**src/rtl/stage1b_prefetch_queue_if.sv**
```systemverilog
// Handshake bundle between the fetcher, the prefetch queue and the decoder.
// The queue uses the slave modport; the fetcher/decoder side uses master.
interface stage1b_prefetch_queue_if #(
  parameter int DEPTH  = 4,
  parameter int ADDR_W = 10
);
  localparam int LVL_W = $clog2(DEPTH + 1);

  logic              in_valid;
  logic              in_ready;
  logic [7:0]        in_byte;
  logic [ADDR_W-1:0] in_addr;
  logic              out_valid;
  logic              out_ready;
  logic [31:0]       out_instr;
  logic [ADDR_W-1:0] out_pc;
  logic              flush;
  logic [ADDR_W-1:0] flush_pc;
  logic              redirect;
  logic [ADDR_W-1:0] redirect_pc;
  logic [LVL_W-1:0]  level;

  modport master (
    output in_valid, in_byte, in_addr, out_ready, flush, flush_pc,
    input  in_ready, out_valid, out_instr, out_pc, redirect, redirect_pc, level
  );

  modport slave (
    input  in_valid, in_byte, in_addr, out_ready, flush, flush_pc,
    output in_ready, out_valid, out_instr, out_pc, redirect, redirect_pc, level
  );
endinterface

```
**src/rtl/stage1b_prefetch_queue.sv**
```systemverilog
// Prefetch queue: assembles the fetcher byte stream into 4-byte instructions
// tagged with the PC of their first byte and buffers them for the decoder.
// Optional feature: define PREFETCH_PREDECODE_JMP_EN to redirect the fetcher
// as soon as a jump opcode is assembled (target = {byte2,byte3}).
//
// state | meaning
// B0    | waiting for opcode byte (latches instruction PC)
// B1    | waiting for byte 1
// B2    | waiting for byte 2
// B3    | waiting for byte 3 (acceptance pushes into the FIFO)
module stage1b_prefetch_queue #(
  parameter int         DEPTH         = 4,
  parameter int         ADDR_W        = 10,
  parameter int         PROGRAM_START = 92,
  parameter logic [7:0] JMP_OPCODE    = 8'h01
) (
  input logic                     clk,
  input logic                     rst,
  stage1b_prefetch_queue_if.slave q
);
  localparam int PTR_W = $clog2(DEPTH);
  localparam int LVL_W = $clog2(DEPTH + 1);
  localparam logic [PTR_W-1:0]  PTR_LAST  = PTR_W'(DEPTH - 1);
  localparam logic [LVL_W-1:0]  LVL_FULL  = LVL_W'(DEPTH);
  localparam logic [ADDR_W-1:0] START_PC  = ADDR_W'(PROGRAM_START);

  typedef enum logic [1:0] {B0, B1, B2, B3} asm_state_t;

  asm_state_t        state, state_nxt;
  logic [7:0]        byte0_r, byte1_r, byte2_r;
  logic [ADDR_W-1:0] exp_addr, instr_pc;
  logic [31:0]       mem_instr [DEPTH];
  logic [ADDR_W-1:0] mem_pc    [DEPTH];
  logic [PTR_W-1:0]  wr_ptr, rd_ptr;
  logic [LVL_W-1:0]  level_r;
  logic              redirect_r;
  logic [ADDR_W-1:0] redirect_pc_r;
  logic              accept, in_seq, push, pop;

`ifdef PREFETCH_PREDECODE_JMP_EN
  logic              jmp_hit;
  logic [15:0]       jmp_word;
  logic [ADDR_W-1:0] jmp_target;
  assign jmp_hit    = push && (byte0_r == JMP_OPCODE);
  assign jmp_word   = {byte2_r, q.in_byte};
  assign jmp_target = ADDR_W'(jmp_word);
`endif

  function automatic logic [PTR_W-1:0] ptr_inc(input logic [PTR_W-1:0] p);
    return (p == PTR_LAST) ? '0 : p + 1'b1;
  endfunction

  // The last assembly slot only blocks when there is no room to push into.
  assign q.in_ready    = (state != B3) || (level_r < LVL_FULL);
  assign accept        = q.in_valid && q.in_ready;
  assign in_seq        = accept && (q.in_addr == exp_addr);
  assign push          = in_seq && (state == B3);
  assign pop           = q.out_valid && q.out_ready;
  assign q.out_valid   = (level_r != '0);
  assign q.out_instr   = q.out_valid ? mem_instr[rd_ptr] : '0;
  assign q.out_pc      = q.out_valid ? mem_pc[rd_ptr] : '0;
  assign q.level       = level_r;
  assign q.redirect    = redirect_r;
  assign q.redirect_pc = redirect_pc_r;

  // Assembler state register.
  always_ff @(posedge clk or negedge rst) begin
    if (!rst) state <= B0;
    else      state <= state_nxt;
  end

  // Assembler next state: in-order bytes advance, flush restarts at B0.
  always_comb begin
    state_nxt = state;
    if (q.flush) begin
      state_nxt = B0;
    end else if (in_seq) begin
      case (state)
        B0:      state_nxt = B1;
        B1:      state_nxt = B2;
        B2:      state_nxt = B3;
        default: state_nxt = B0;
      endcase
    end
  end

  // Byte capture, expected address, FIFO pointers/level and redirect pulse.
  always_ff @(posedge clk or negedge rst) begin
    if (!rst) begin
      byte0_r       <= '0;
      byte1_r       <= '0;
      byte2_r       <= '0;
      instr_pc      <= '0;
      exp_addr      <= START_PC;
      wr_ptr        <= '0;
      rd_ptr        <= '0;
      level_r       <= '0;
      redirect_r    <= 1'b0;
      redirect_pc_r <= START_PC;
    end else begin
      redirect_r <= 1'b0;
      if (q.flush) begin
        wr_ptr        <= '0;
        rd_ptr        <= '0;
        level_r       <= '0;
        exp_addr      <= q.flush_pc;
        redirect_r    <= 1'b1;
        redirect_pc_r <= q.flush_pc;
      end else begin
        if (in_seq) begin
          exp_addr <= exp_addr + 1'b1;
          case (state)
            B0: begin
              byte0_r  <= q.in_byte;
              instr_pc <= q.in_addr;
            end
            B1:      byte1_r <= q.in_byte;
            B2:      byte2_r <= q.in_byte;
            default: ;
          endcase
        end
        if (push) wr_ptr <= ptr_inc(wr_ptr);
        if (pop)  rd_ptr <= ptr_inc(rd_ptr);
        if (push && !pop)      level_r <= level_r + 1'b1;
        else if (pop && !push) level_r <= level_r - 1'b1;
`ifdef PREFETCH_PREDECODE_JMP_EN
        if (jmp_hit) begin
          exp_addr      <= jmp_target;
          redirect_r    <= 1'b1;
          redirect_pc_r <= jmp_target;
        end
`endif
      end
    end
  end

  // FIFO storage; the fourth byte goes straight in from the bus.
  always_ff @(posedge clk) begin
    if (push && !q.flush) begin
      mem_instr[wr_ptr] <= {byte0_r, byte1_r, byte2_r, q.in_byte};
      mem_pc[wr_ptr]    <= instr_pc;
    end
  end
endmodule

```
**src/flat_wrapper.sv**
```systemverilog
// flat-port wrapper written by rule: the top's interface ports become plain ports
module stage1b_prefetch_queue_flat 
#(
  parameter int         DEPTH         = 4,
  parameter int         ADDR_W        = 10,
  parameter int         PROGRAM_START = 92,
  parameter logic [7:0] JMP_OPCODE    = 8'h01
)
  (clk, rst, q_in_valid, q_in_byte, q_in_addr, q_out_ready, q_flush, q_flush_pc, q_in_ready, q_out_valid, q_out_instr, q_out_pc, q_redirect, q_redirect_pc, q_level);
  stage1b_prefetch_queue_if #(.DEPTH(DEPTH), .ADDR_W(ADDR_W)) q_i ();
  input logic clk;
  input logic rst;
  input wire logic [$bits(q_i.in_valid)-1:0] q_in_valid;
  input wire logic [$bits(q_i.in_byte)-1:0] q_in_byte;
  input wire logic [$bits(q_i.in_addr)-1:0] q_in_addr;
  input wire logic [$bits(q_i.out_ready)-1:0] q_out_ready;
  input wire logic [$bits(q_i.flush)-1:0] q_flush;
  input wire logic [$bits(q_i.flush_pc)-1:0] q_flush_pc;
  output wire logic [$bits(q_i.in_ready)-1:0] q_in_ready;
  output wire logic [$bits(q_i.out_valid)-1:0] q_out_valid;
  output wire logic [$bits(q_i.out_instr)-1:0] q_out_instr;
  output wire logic [$bits(q_i.out_pc)-1:0] q_out_pc;
  output wire logic [$bits(q_i.redirect)-1:0] q_redirect;
  output wire logic [$bits(q_i.redirect_pc)-1:0] q_redirect_pc;
  output wire logic [$bits(q_i.level)-1:0] q_level;
  assign q_i.in_valid = q_in_valid;
  assign q_i.in_byte = q_in_byte;
  assign q_i.in_addr = q_in_addr;
  assign q_i.out_ready = q_out_ready;
  assign q_i.flush = q_flush;
  assign q_i.flush_pc = q_flush_pc;
  assign q_in_ready = q_i.in_ready;
  assign q_out_valid = q_i.out_valid;
  assign q_out_instr = q_i.out_instr;
  assign q_out_pc = q_i.out_pc;
  assign q_redirect = q_i.redirect;
  assign q_redirect_pc = q_i.redirect_pc;
  assign q_level = q_i.level;
  stage1b_prefetch_queue #(.DEPTH(DEPTH), .ADDR_W(ADDR_W), .PROGRAM_START(PROGRAM_START), .JMP_OPCODE(JMP_OPCODE)) u_core (.clk(clk), .rst(rst), .q(q_i));
endmodule
```
**config.mk**
```make
export PLATFORM = sky130hd
export DESIGN_NAME = stage1b_prefetch_queue_flat
export DESIGN_NICKNAME = d
export VERILOG_FILES = /design/src/rtl/stage1b_prefetch_queue_if.sv /design/src/rtl/stage1b_prefetch_queue.sv /design/src/flat_wrapper.sv
export SDC_FILE = /design/constraint.sdc
export NUM_CORES = 1
export LEC_CHECK = 0
export CORE_MARGIN = 10
export CORE_UTILIZATION = 29
export CTS_BUF_LIST = sky130_fd_sc_hd__clkbuf_8
export DETAILED_ROUTE_END_ITERATION = 16
export SYNTH_ARGS = -nofsm -noshare
export SYNTH_HDL_FRONTEND = slang
export SYNTH_SLANG_ARGS = --single-unit
```
**constraint.sdc**
```tcl
create_clock -name clk -period 5.3 [get_ports clk]
set_input_delay 0.795 -clock clk [delete_from_list [all_inputs] [get_ports clk]]
set_output_delay 0.795 -clock clk [all_outputs]
set_load 0.01 [all_outputs]
```
After elaboration in Yosys (flattened, before gate mapping)
Memory sizes are Yosys's and may differ from the RTL's.
Index checks and enable logic that the tools add are counted.

storage, ports and cells
  register bits = 64
  bits in latches = 0
  bits in writable memories = 168
  ROM bits = 0
  output and inout bits = 58
  word-level logic and storage cells = 66
  memories kept = 2

operators by class
  $add $sub $neg = 5
  multiply operators = 0
  divide/modulo/power cells = 0
  order comparisons = 1
  equal/unequal tests = 7
  shift-type cells = 0
  mux-type cells = 19
  bitwise operators = 1
  reductions and logical operators = 20

memories
  name              depth  bits a word  read ports  clocked after memory_dff  write ports  line                          RTL
  u_core.mem_instr  4      32           1           0                         1            stage1b_prefetch_queue.sv:32  logic [31:0] mem_instr [DEPTH];
  u_core.mem_pc     4      10           1           0                         1            stage1b_prefetch_queue.sv:33  logic [ADDR_W-1:0] mem_pc [DEPTH];

operators by type and width
  cell                   number
  $mux 32                1
  $mux 10                3
  $mux 2                 8
  $add 10x1->10 const B  1
  $eq 10x10->1           1
  $mux 3                 3
  $reduce_and 3->1       3
  $eq 2x2->1 const B     4
  $logic_and 1x1->1      7
  $pmux 2 s3             1
  $reduce_bool 2->1      3
  $reduce_bool 3->1      2
  $add 2x1->2 const B    2
  $add 3x1->3 const B    1
  $logic_not 1->1        3
  $lt 3x3->1 const B     1
  $mux 1                 3
  $sub 3x1->3 const B    1
  $eq 2x1->1 const B     1
  $logic_not 2->1        1
  $ne 2x2->1 const B     1
  $logic_or 1x1->1       1
  $not 1->1              1

Logic depth before layout (Yosys ltp)
  word-level depth = 10
  depth in mapped cells = 9

Worst setup path after synthesis
No wires, ideal clock.

  path type = in2reg
  start point = input port q_in_addr[8]
  end point = memory u_core.mem_instr[0][0] (enable)
  data arrival time = 3138 ps
  slack = 1758 ps
  stages = 7
  cell sequence = xnor2_1 -> nand3_2 -> or4_1 -> buf_2 -> clkbuf_1 -> nor2_1 -> and3_1

between the ends
  longest elaborated chain between the ends = 6

ends and longest elaborated chain
  element                       line                           RTL
  start: declaration            flat_wrapper.sv:15             input wire logic [$bits(q_i.in_addr)-1:0] q_in_addr;
  $eq 10x10->1                  stage1b_prefetch_queue.sv:56   assign in_seq = accept && (q.in_addr == exp_addr);
  $logic_and 1x1->1             stage1b_prefetch_queue.sv:56
  $logic_and 1x1->1             stage1b_prefetch_queue.sv:57   assign push = in_seq && (state == B3);
  $logic_and 1x1->1             stage1b_prefetch_queue.sv:139  if (push && !q.flush) begin
  $mux 1                        stage1b_prefetch_queue.sv:139
  $mux 1 (not written as such)  stage1b_prefetch_queue.sv:140  mem_instr[wr_ptr] <= {byte0_r, byte1_r, byte2_r, q.in_byte};
  end: declaration              stage1b_prefetch_queue.sv:32

No other way between the ends.

Worst setup path after layout
  start point = register u_core.rd_ptr[0]
  end point = output port q_out_instr[24]

between the ends
  longest elaborated chain between the ends = 2

ends and longest elaborated chain
  element                   line                           RTL
  start: declaration        stage1b_prefetch_queue.sv:34   logic [PTR_W-1:0] wr_ptr, rd_ptr;
  start signal: assignment  stage1b_prefetch_queue.sv:123  if (pop) rd_ptr <= ptr_inc(rd_ptr);
  $mem_v2 4x32              n/a
  $mux 32                   stage1b_prefetch_queue.sv:60   assign q.out_instr = q.out_valid ? mem_instr[rd_ptr] : '0;
  end: declaration          flat_wrapper.sv:21             output wire logic [$bits(q_i.out_instr)-1:0] q_out_instr;

No other way between the ends.

==> impl_metrics.json <==
{
  "outcome": "complete, no violations",
  "netlist_area_um2": 9290,
  "maxSlewViolCount": 0,
  "cp-end-kind": "output pin",
  "powerDensity_nw_per_um2": 349,
  "post_cts_buffers": 0,
  "die_x_um": 199,
  "cts_tree": "yes",
  "syn_nets": 559,
  "num_vias": 4867,
  "path_clk_slew_ns": 0.06,
  "cts_buffer_depth": 3,
  "path_cells": "buf_4 > mux4_2 > and2_1 > clkdlybuf4s50_1",
  "wl_per_cell_um": 19.0,
  "async_reset_ff_frac": 0.276,
  "cp.required_ns": 4.51,
  "layout.nets": 678,
  "ys.flop_type": "edfxtp_1",
  "ys_warn_count": 0,
  "cts_hold_buf": 0,
  "antenna_found_initial": 0,
  "synth_most_common_cell": "edfxtp_1",
  "io_pins": 91,
  "worstPathMaxFanout": 42,
  "n_antenna_cell": 0,
  "dp_hpwl_mm": 13.1,
  "grt_pass1_vias": 5376,
  "ir_worst_vdd_mv": 0.199,
  "leakage_nw": 4.32,
  "drtPass1Iterations": 5,
  "grt_start_max_net_pins": 65,
  "syn_area_per_cell_um2": 18.0,
  "reg2reg_setup_slack_ns": 1.81,
  "die_area_um2": 39600,
  "hold_path_class": "input pin to async pin",
  "coreArea_um2": 31600,
  "cts_resized": 0,
  "ys_top_cells_by_count": "edfxtp_1, dfrtp_1, and2_1, mux2_2, mux4_2",
  "drt-total-wl_mm": 20.2,
  "grt_pass1_wl_mm": 32.2,
  "gp_congestion": 0.758,
  "ant_nets": 0,
  "worst_pin_slew_ns": 1.19,
  "finalHoldViolCount": 0,
  "synth.distinct_cells": 37,
  "io_buffers": 90,
  "final_core_util": 0.362,
  "cp.arrival_ns": 2.92,
  "die_y_um": 199,
  "area_growth_pct": 22.8,
  "relSlewSlack": 0.199,
  "cts_root_buf": "clkbuf_8",
  "setup_tns_ns": 0,
  "synth_edf_count": 168,
  "skew_ns": 0.0245,
  "synth_cells": 516,
  "cts_sinks": 232,
  "ys_ff_latch": 232,
  "synth_area_leader_cell": "edfxtp_1",
  "initialDrtViolationCount": 317,
  "drt-vias-per-instance": 4.56,
  "remaining_drc_errors": 0,
  "fin_crit_sh": 0.701,
  "rows": 65,
  "clock_latency_ns": 0.53,
  "startpoint_type": "register",
  "drive_gt1_frac": 0.250,
  "max_freq_mhz": 269,
  "htreeDepth": 2,
  "path_class": "register to output pin",
  "rsz0062_at_grt": "false",
  "ys_seq_area_frac": 0.716,
  "grt.overflow.total": 0,
  "period_needed_ns": 3.71,
  "maxCapViolations": 0,
  "track_usage": 0.106,
  "cts_buffers": 38,
  "setup_violations": 0,
  "synth_top_area_share": 0.543,
  "slowest_stage": "buf_4",
  "initial_core_util": 0.294,
  "max_stage_delay_ns": 0.69,
  "synth_area_leaders": "edfxtp_1, dfrtp_1, mux4_2"
}
-- layout make-up --
cell class                      count  area [um^2]
Clock buffer                       42          578
Clock inverter                     28          138
Fill cell                        2957        20100
Inverter                           13         48.8
Multi-Input combinational cell    247         2490
Sequential cell                   232         6660
Tap cell                          402          503
Timing Repair Buffer              103          993
-- final timing paths --
kind / startpoint / end / cells after the start
hold / removal: rst / u_core.q.redirect_pc[8]$_DFFE_PN0P_ / 2
max in group asynchronous: rst / u_core.rd_ptr[1]$_DFFE_PN0P_ / 2
setup / recovery: u_core.rd_ptr[0]$_DFFE_PN0P_ / q_out_instr[24] / 4
hold reg to reg: u_core.q.redirect_pc[2]$_DFFE_PN1P_ / u_core.q.redirect_pc[2]$_DFFE_PN1P_ / 2
min in group clk: u_core.q.redirect_pc[2]$_DFFE_PN1P_ / u_core.q.redirect_pc[2]$_DFFE_PN1P_ / 2
setup reg to reg: u_core.state[0]$_DFFE_PN0P_ / u_core.mem_instr[2][26]$_DFFE_PP_ / 7
-- cells by family (layout without fill, tap and decap cells) --
| family | after synthesis | after routing | synth area share |
|---|---|---|---|
| mux | 88 | 88 | 0.157 |
| simple gates | 110 | 110 | 0.0660 |
| buf+inv | 37 | 186 | 0.0158 |
| compound gates | 23 | 23 | 0.0147 |
| fa+ha+maj | 10 | 10 | 0.0143 |
| xor+xnor | 16 | 16 | 0.0159 |
| flops | 232 | 232 | 0.716 |
-- registers in the layout (all words and copies together), names as in the netlist, 8 cells and up --
register and count:
u_core.instr_pc 10, u_core.byte2_r 8, u_core.byte1_r 8, u_core.q.redirect_pc 10, u_core.byte0_r 8, u_core.exp_addr 10
u_core.mem_pc 40, u_core.mem_instr 128
-- where the power goes --
part | internal, W | switching [W] | total [W]
sequential | 0.00197 | 0.0000364 | 0.00200
combinational | 0.000276 | 0.000270 | 0.000546
clock | 0.000740 | 0.000694 | 0.00143
-- worst max-delay path, delay by kind of cell (launching register included) --
family | cells | cell delay [ns]
AND/OR/NAND/NOR | 1 | 0.19
buffers and inverters | 2 | 1.17
multiplexers | 1 | 0.65
flip-flops | 1 | 0.37
-- stage by stage --
step / instances / hold WS [ns] / total power [W] / cell area, um^2 / worst slack, ns
3_5_place_dp: 997 / 0.477 / 0.00261 / 10700 / 1.25
3_3_place_gp: 997 / 0.458 / 0.00261 / 10700 / 1.30
6_report: 1067 / 0.448 / 0.00398 / 11400 / 1.59
2_1_floorplan: 516 / 0.471 / 0.00235 / 9290 / 1.76
4_1_cts: 1067 / 0.486 / 0.00407 / 11400 / 1.46
5_1_grt: 1067 / 0.527 / 0.00420 / 11400 / 1.36
-- placed cells by master (no fill, tap or decap), types with 9 or more instances in the layout --
cell type          n
o21ai_0           11
inv_1             28
mux4_2            42
nand2_1           12
clkbuf_8          42
nor2_1            18
dfrtp_1           54
and2_1            43
mux2_2            43
ha_1               9
xnor2_1           13
clkdlybuf4s50_1   89
edfxtp_1         168
buf_4             13
-- per-layer routing --
layer | up-vias | global-route usage | wire (um)
li1 | 2221 | - | -
met1 | 2480 | 0.139 | 8950
met2 | 144 | 0.170 | 9520
met3 | 22 | 0.0309 | 1550
met4 | 0 | 0.0266 | 216
met5 | - | 0 | 0
Note: power is estimated with default switching activity, not from simulation.
